==> config.mk <==
export PLATFORM = sky130hd
export DESIGN_NAME = unified_mem_arbiter
export DESIGN_NICKNAME = d
export VERILOG_FILES = /design/src/rtl/unified_mem_arbiter.sv
export SDC_FILE = /design/constraint.sdc
export NUM_CORES = 1
export LEC_CHECK = 0
export ABC_AREA = 0
export BUFFER_PORTS_ARGS = -buffer_cell sky130_fd_sc_hd__buf_2
export CAP_MARGIN = 0
export CORE_AREA = 2 2 83 117
export DETAILED_ROUTE_END_ITERATION = 12
export DIE_AREA = 0 0 85 119
export PLACE_DENSITY_LB_ADDON = 0.15
export SLEW_MARGIN = 20
export SYNTH_ARGS = -nofsm -noshare
export SYNTH_HDL_FRONTEND = slang
export SYNTH_SLANG_ARGS = --single-unit
==> constraint.sdc <==
create_clock -name clk -period 5.5 [get_ports clk]
set_input_delay 1.1 -clock clk [delete_from_list [all_inputs] [get_ports clk]]
set_output_delay 1.1 -clock clk [all_outputs]
set_load 0.01 [all_outputs]
==> src/rtl/unified_mem_arbiter.sv <==
// ============================================================================
// Module      : unified_mem_arbiter
// Description : Shares one synchronous single-port word RAM between the CPU
//               instruction-fetch port and the CPU data port.
// Revision    : 1.0 - initial release
// ============================================================================
`default_nettype none

module unified_mem_arbiter #(
  parameter int               AW         = 32,
  parameter int               DW         = 32,
  parameter int               DEPTH_LOG2 = 7,
  parameter logic [AW-1:0]    BASE_ADDR  = 'h0040_0000,
  parameter int               WAIT_CYC   = 1
) (
  input  logic                  clk,
  input  logic                  sys_rst,
  input  logic                  rom_req,
  input  logic [AW-1:0]         rom_addr,
  output logic [DW-1:0]         rom_rdata,
  output logic                  rom_rdy,
  input  logic                  mem_req,
  input  logic                  mem_we,
  input  logic [AW-1:0]         mem_addr,
  input  logic [DW-1:0]         mem_wdata,
  output logic [DW-1:0]         mem_rdata,
  output logic                  mem_rdy,
  output logic                  ram_cs,
  output logic                  ram_we,
  output logic [DEPTH_LOG2-1:0] ram_addr,
  output logic [DW-1:0]         ram_wdata,
  input  logic [DW-1:0]         ram_rdata
);

  localparam int          CW   = (WAIT_CYC > 1) ? $clog2(WAIT_CYC) : 1;
  localparam logic [AW:0] C_LO = {1'b0, BASE_ADDR};
  localparam logic [AW:0] C_HI = C_LO + ((AW+1)'(4) << DEPTH_LOG2);

  typedef enum logic [1:0] {
    ST_IDLE  = 2'd0,
    ST_ISSUE = 2'd1,
    ST_WAIT  = 2'd2,
    ST_RESP  = 2'd3
  } state_t;

  state_t                  r_state;
  state_t                  w_state_nxt;
  logic                    r_owner_mem;
  logic                    r_last_mem;
  logic                    r_we;
  logic [DEPTH_LOG2-1:0]   r_waddr;
  logic [DW-1:0]           r_wdata;
  logic [CW-1:0]           r_cnt;

  logic                    w_any_req;
  logic                    w_grant_mem;
  logic [AW-1:0]           w_addr;
  logic                    w_in_range;
  logic [DEPTH_LOG2-1:0]   w_word;

  // On a tie the port that did not win last time is served.
  assign w_any_req   = rom_req | mem_req;
  assign w_grant_mem = mem_req & (~rom_req | ~r_last_mem);
  assign w_addr      = w_grant_mem ? mem_addr : rom_addr;
  assign w_in_range  = ({1'b0, w_addr} >= C_LO) && ({1'b0, w_addr} < C_HI);
  assign w_word      = DEPTH_LOG2'((w_addr - BASE_ADDR) >> 2);

  assign ram_addr  = r_waddr;
  assign ram_wdata = r_wdata;

  always_ff @(posedge clk or posedge sys_rst) begin
    if (sys_rst) begin
      r_state <= ST_IDLE;
    end else begin
      r_state <= w_state_nxt;
    end
  end

  always_comb begin
    w_state_nxt = r_state;
    ram_cs      = 1'b0;
    ram_we      = 1'b0;
    rom_rdy     = 1'b0;
    mem_rdy     = 1'b0;
    case (r_state)
      ST_IDLE: begin
        if (w_any_req) begin
          w_state_nxt = w_in_range ? ST_ISSUE : ST_RESP;
        end
      end
      ST_ISSUE: begin
        ram_cs      = 1'b1;
        ram_we      = r_we;
        w_state_nxt = ST_WAIT;
      end
      ST_WAIT: begin
        if (r_cnt == '0) begin
          w_state_nxt = ST_RESP;
        end
      end
      ST_RESP: begin
        rom_rdy     = ~r_owner_mem;
        mem_rdy     = r_owner_mem;
        w_state_nxt = ST_IDLE;
      end
      default: w_state_nxt = ST_IDLE;
    endcase
  end

  always_ff @(posedge clk or posedge sys_rst) begin
    if (sys_rst) begin
      r_owner_mem <= 1'b0;
      r_last_mem  <= 1'b0;
      r_we        <= 1'b0;
      r_waddr     <= '0;
      r_wdata     <= '0;
      r_cnt       <= '0;
      rom_rdata   <= '0;
      mem_rdata   <= '0;
    end else begin
      case (r_state)
        ST_IDLE: begin
          if (w_any_req) begin
            r_owner_mem <= w_grant_mem;
            r_last_mem  <= w_grant_mem;
            r_we        <= w_grant_mem & mem_we;
            r_waddr     <= w_word;
            r_wdata     <= mem_wdata;
            // Out-of-range accesses skip the RAM and complete with zero data.
            if (!w_in_range) begin
              if (w_grant_mem) mem_rdata <= '0;
              else             rom_rdata <= '0;
            end
          end
        end
        ST_ISSUE: r_cnt <= CW'(WAIT_CYC - 1);
        ST_WAIT: begin
          if (r_cnt == '0) begin
            if (r_owner_mem) mem_rdata <= ram_rdata;
            else             rom_rdata <= ram_rdata;
          end else begin
            r_cnt <= r_cnt - 1'b1;
          end
        end
        default: ;
      endcase
    end
  end

endmodule

`default_nettype wire
### Yosys cells after proc, flatten, opt, wreduce, memory -nomap -nowiden

Index checks and enable logic that the tools add are counted.
Widths: inputs -> output; s select.

* add/subtract/negate cells: 2
* $lt $le $gt $ge: 2
* equality and inequality tests: 10
* mux-type cells: 23
* bitwise operators: 6
* reductions and logical operators: 8

Operator list (count)
* $mux 32: 11
* $pmux 32 s2: 2
* $ge 32x23->1 const B: 1
* $lt 32x23->1 const B: 1
* $ne 2x2->1 const B: 7
* $reduce_and 6->1: 2
* $sub 9x1->9 const B: 1
* $pmux 2 s4: 1
* $mux 2: 3
* $mux 1: 5
* $eq 2x2->1 const B: 2
* $reduce_and 2->1: 2
* $reduce_bool 2->1: 2
* $and 1x1->1: 2
* $eq 2x1->1 const B: 1
* $logic_not 2->1: 1
* $not 1->1: 2
* $or 1x1->1: 2
* $pmux 1 s2: 1
* $logic_and 1x1->1: 1
* $sub 1x1->1 const B: 1

* flip-flop bits (word level): 108
* input bits: 133
* logic and storage cells: 59

### Depth between registers and ports, before layout

* word-level depth: 9
* mapped depth: 8
* depth with buffers taken out: 6

### Worst setup path after synthesis

No wires, ideal clock.

* kind: input port to flip-flop
* from: in rom_addr[20]
* to: reg rom_rdata[0]
* arrival time: 2.371 ns
* required time: 5.379 ns
* path slack: 3.008 ns
* stages on the path: 6
* path through: nor4_1 nand4_1 o32ai_4 a21oi_2 buf_6 a22o_1

* longest elaborated chain between the ends: 5
* elaborated cells on any way between the ends: 6
* classes of those cells: order compare: 2; eq/ne: 1; mux: 1; reduce/logical: 2

RTL lines
* start, declared: RTL line 19 `input logic [AW-1:0] rom_addr,`
* $mux 32 *: RTL line 64 `assign w_addr = w_grant_mem ? mem_addr : rom_addr;`
* $ge 32x23->1 / $lt 32x23->1 (equally long branches): RTL line 65 `assign w_in_range = ({1'b0, w_addr} >= C_LO) && ({1'b0, w_addr} < C_HI);`
* $logic_and 1x1->1 *: RTL line 65
* $ne 2x2->1 (no source line) *
* $reduce_and 6->1 (no source line) *
* end signal, assigned: RTL line 140 `else rom_rdata <= ram_rdata;`
* end, declared: RTL line 20 `output logic [DW-1:0] rom_rdata,`

Every way passes the cells marked *; elsewhere a longest branch is shown, timed or not.
A chain may end at the register's enable or synchronous reset.

### Final worst setup path

* from: in mem_req
* to: reg mem_rdata[26]

* longest elaborated chain between the ends: 6
* elaborated cells on any way between the ends: 10
* classes of those cells: order compare: 2; eq/ne: 3; mux: 1; bitwise: 2; reduce/logical: 2

RTL lines
* start, declared: RTL line 22 `input logic mem_req,`
* $and 1x1->1: RTL line 63 `assign w_grant_mem = mem_req & (~rom_req | ~r_last_mem);`
* $mux 32: RTL line 64
* $ge 32x23->1 / $lt 32x23->1 (equally long branches): RTL line 65
* $logic_and 1x1->1: RTL line 65
* $ne 2x2->1 (no source line)
* $reduce_and 6->1 (no source line) *
* end signal, assigned: RTL line 139 `if (r_owner_mem) mem_rdata <= ram_rdata;`
* end, declared: RTL line 26 `output logic [DW-1:0] mem_rdata,`

Marked as above.

==> summary.txt <==
Outcome
  – Status: finished, final reports clean

Logic synthesis
  – Synth Warn #: 0
  – Post-synthesis cell type count: 31
  – Net Count, Synth: 436
  – Synth Cell Area: 0.00427 mm2
  – Post-Synthesis Cells: 298
  – Yosys top cell area share: 62.6%
  – Seq/Total Area, Yosys: a little over three fifths
  – Most common cell in the netlist: dfrtp_1
  – Post-synth top flop: dfrtp_1
  – Post-synthesis sequential element count: approximately 110
  – Post-synth ARST share: 100%
  – Area leader, netlist: dfrtp_1
  – Synth top cells by count: dfrtp_1, a22o_1, mux2_2
  – Synth top area cells: dfrtp_1, a22o_1, mux2_2
  – EDFF count, synth: 0
  – Syn Area/Cell: 14.3 um2

Global routing
  – Largest net degree at the start of global routing: 80
  – Busiest grt layer: met2
  – Met1 usage: 26.2%
  – Number of global-route vias before repair: 3,527
  – GRT overflow: 0
  – Initial antenna violation count: 0
  – Global routing usage on met3: 5.20%
  – First-pass GRT wire length: approximately 17,000 um
  – Met2 Track Usage GR: 35.0%
  – GR Util All Layers: between 20% and 30%

Floorplan
  – Die area: 0.0101 mm2
  – Die X: 85 um
  – Initial Util: 46.5%
  – I/O pin count: 240
  – CORE AREA: 0.00920 mm2
  – Rows: 42
  – Die H: 119 um

Clock tree
  – H-tree Lvls: 3
  – Clock sink total: 107
  – CTS tree: done
  – Hold-fix buffers, CTS: 0
  – Worst-Skew Late Latency: 340 ps
  – CTS buffer count: 9
  – CTS root buffer: clkbuf_16
  – Clock-pin slew on the worst setup and hold paths: 60 ps
  – Clock Tree Buf Depth: 2
  – Setup Buffers After CTS: 0
  – Post-CTS sizing: 0

Pwr
  – P_sw: about 1.2 mW
  – Clock share of power: 19.3%
  – Pwr dens: 594 mW/mm2
  – Int Pwr: 2.25 mW
  – Worst vdd ir: 320 uV
  – Sw frac: 34.9%
  – Sequential share of power: 38.7%
  – P_leak: 3.07 nW
  – Comb pwr share: 42.0%

STA
  – Worst clock skew: ~6.8 ps
  – Achievable Freq: about 320 MHz
  – Final setup violation count: 0
  – RSZ-0062 raised after global routing: no
  – Tmin final: ~3200 ps
  – Worst Tran Pin Value: between 900 and 1000 ps
  – Fraction of the cycle the final worst path needs: 57.5%
  – Final count of pins violating max slew: 0
  – Total Neg Setup Slack: 0 ps
  – Final hold vios: 0
  – Max transition margin: 37.1%

Worst setup path
  – Crit end category: flop
  – WS Path Type: in -> reg
  – CP Launch Type: input pin
  – R2r startpoint: r_last_mem$_DFFE_PP0P_
  – R2R setup slack: 2790 ps
  – Worst Setup SP: mem_req
  – Worst endpoint required time: 5770 ps
  – Max FO, Critical Path: 18
  – Worst-case reg-to-reg path depth: 5
  – CP arrival: 3430 ps
  – Worst setup endpoint: mem_rdata[26]$_DFFE_PP0P_
  – R2r endpoint: mem_rdata[26]$_DFFE_PP0P_

Routing
  – Initial DRC Count: 147
  – Post-Route WL: about 11,000 um
  – Vias/cell: 5.29
  – DRC viols: 0
  – WL per Instance: 16.5 um
  – Total number of vias: 3,409
  – Detailed Routing Iterations Pass 1: 4
  – DRT antenna net count: 0

Placement
  – Placer Congestion: 0.785
  – PortBufs: 235
  – Placed wire-length estimate: 7860 um

Run
  – Max_cap viols: 0

Cells and area
  – Final nets: approximately 670
  – Synth-to-Final Area Change: 35.9%
  – Util after Layout: between 60% and 70%
  – Fraction of layout cells with a size suffix above 1: 54.9%
  – # diodes: 0

Worst hold path
  – Min-Delay Path Class: reg -> reg
-- worst min-delay path by stage --
stage | from | to | depth (start not counted)
after floorplan | r_we$_DFFE_PP0P_ | r_we$_DFFE_PP0P_ | 1
after global placement | ram_addr[2]$_DFFE_PP0P_ | ram_addr[2]$_DFFE_PP0P_ | 2
after detailed placement | ram_addr[6]$_DFFE_PP0P_ | ram_addr[6]$_DFFE_PP0P_ | 2
after CTS | ram_addr[3]$_DFFE_PP0P_ | ram_addr[3]$_DFFE_PP0P_ | 2
after global routing | ram_addr[3]$_DFFE_PP0P_ | ram_addr[3]$_DFFE_PP0P_ | 2
final | ram_addr[3]$_DFFE_PP0P_ | ram_addr[3]$_DFFE_PP0P_ | 2
-- per-stage QoR --
step	setup slack [ps]	std cells	total power, mW	hold WS (ps)	cell area (um2)
after CTS	2340	644	3.50	489	5810
after floorplan	1580	298	2.27	458	4270
after global routing	2160	644	3.68	504	5810
after global placement	2020	629	2.78	464	5500
final	2340	644	3.45	478	5810
after detailed placement	2000	629	2.81	474	5500
-- area by class of cell --
cell class | instances | area (um2)
clock buffers | 11 | 233
clock inverters | 4 | 76.3
fillers | 743 | 3390
inverters | 6 | 25.0
multi-input cells | 166 | 1450
flip-flops and latches | 107 | 2680
well taps | 110 | 138
repair buffers | 240 | 1210
-- logic make-up (layout without fill, tap and decap cells) --
logic type | count (synthesis) | after routing | synth area share, %
AND/OR/NAND/NOR | 33 | 33 | 4.16
flip-flops | 107 | 107 | 62.6
adder cells (fa/ha/maj) | 5 | 5 | 1.46
buffers and inverters | 25 | 261 | 3.78
AO/OA/AOI/OAI | 88 | 88 | 17.6
multiplexers | 40 | 40 | 10.3
-- worst max-delay path, cell delays in order --
cell      delay, ps
buf_2           150
a21boi_2        660
o21ai_0         270
a21oi_2         700
buf_4           370
a22o_1          170
-- power groups by stage --
stage / clock [mW] / combinational [mW] / sequential, mW
2_1_floorplan: 0 / 0.769 / 1.50
3_3_place_gp: 0 / 1.45 / 1.33
3_5_place_dp: 0 / 1.46 / 1.35
4_1_cts: 0.683 / 1.48 / 1.34
5_1_grt: 0.714 / 1.58 / 1.38
6_report: 0.666 / 1.45 / 1.34
-- sequential cells by signal, summed over array words and instances, names as in the netlist --
name,flops
ram_wdata,32
ram_addr,7
rom_rdata,32
r_last_mem,1
r_state,2
mem_rdata,32
r_we,1
-- cells in the final DEF, fill, tap and decap left out, types with 2 or more instances in the layout --
master and instances:
nand2_1 11, nor4b_1 2, o21ai_0 11, ha_1 5, a21oi_2 2, clkbuf_1 2, mux2_2 33, nand4_1 2
buf_4 5, dfrtp_1 107, buf_2 235, mux2i_1 7, nor3_1 2, clkbuf_16 9, a22o_1 64, bufinv_16 2
nor4_1 8, a21oi_1 2, and2_1 2, inv_1 5, nor2b_1 3
-- per-layer routing --
| metal | part of all wire, % | vias to the layer above |
|---|---|---|
| met5 | 0 | - |
| li1 | - | 1584 |
| met2 | 49 | 153 |
| met4 | 3.3 | 0 |
| met1 | 40 | 1647 |
| met3 | 7.7 | 25 |
(Power assumes the default switching activity.)
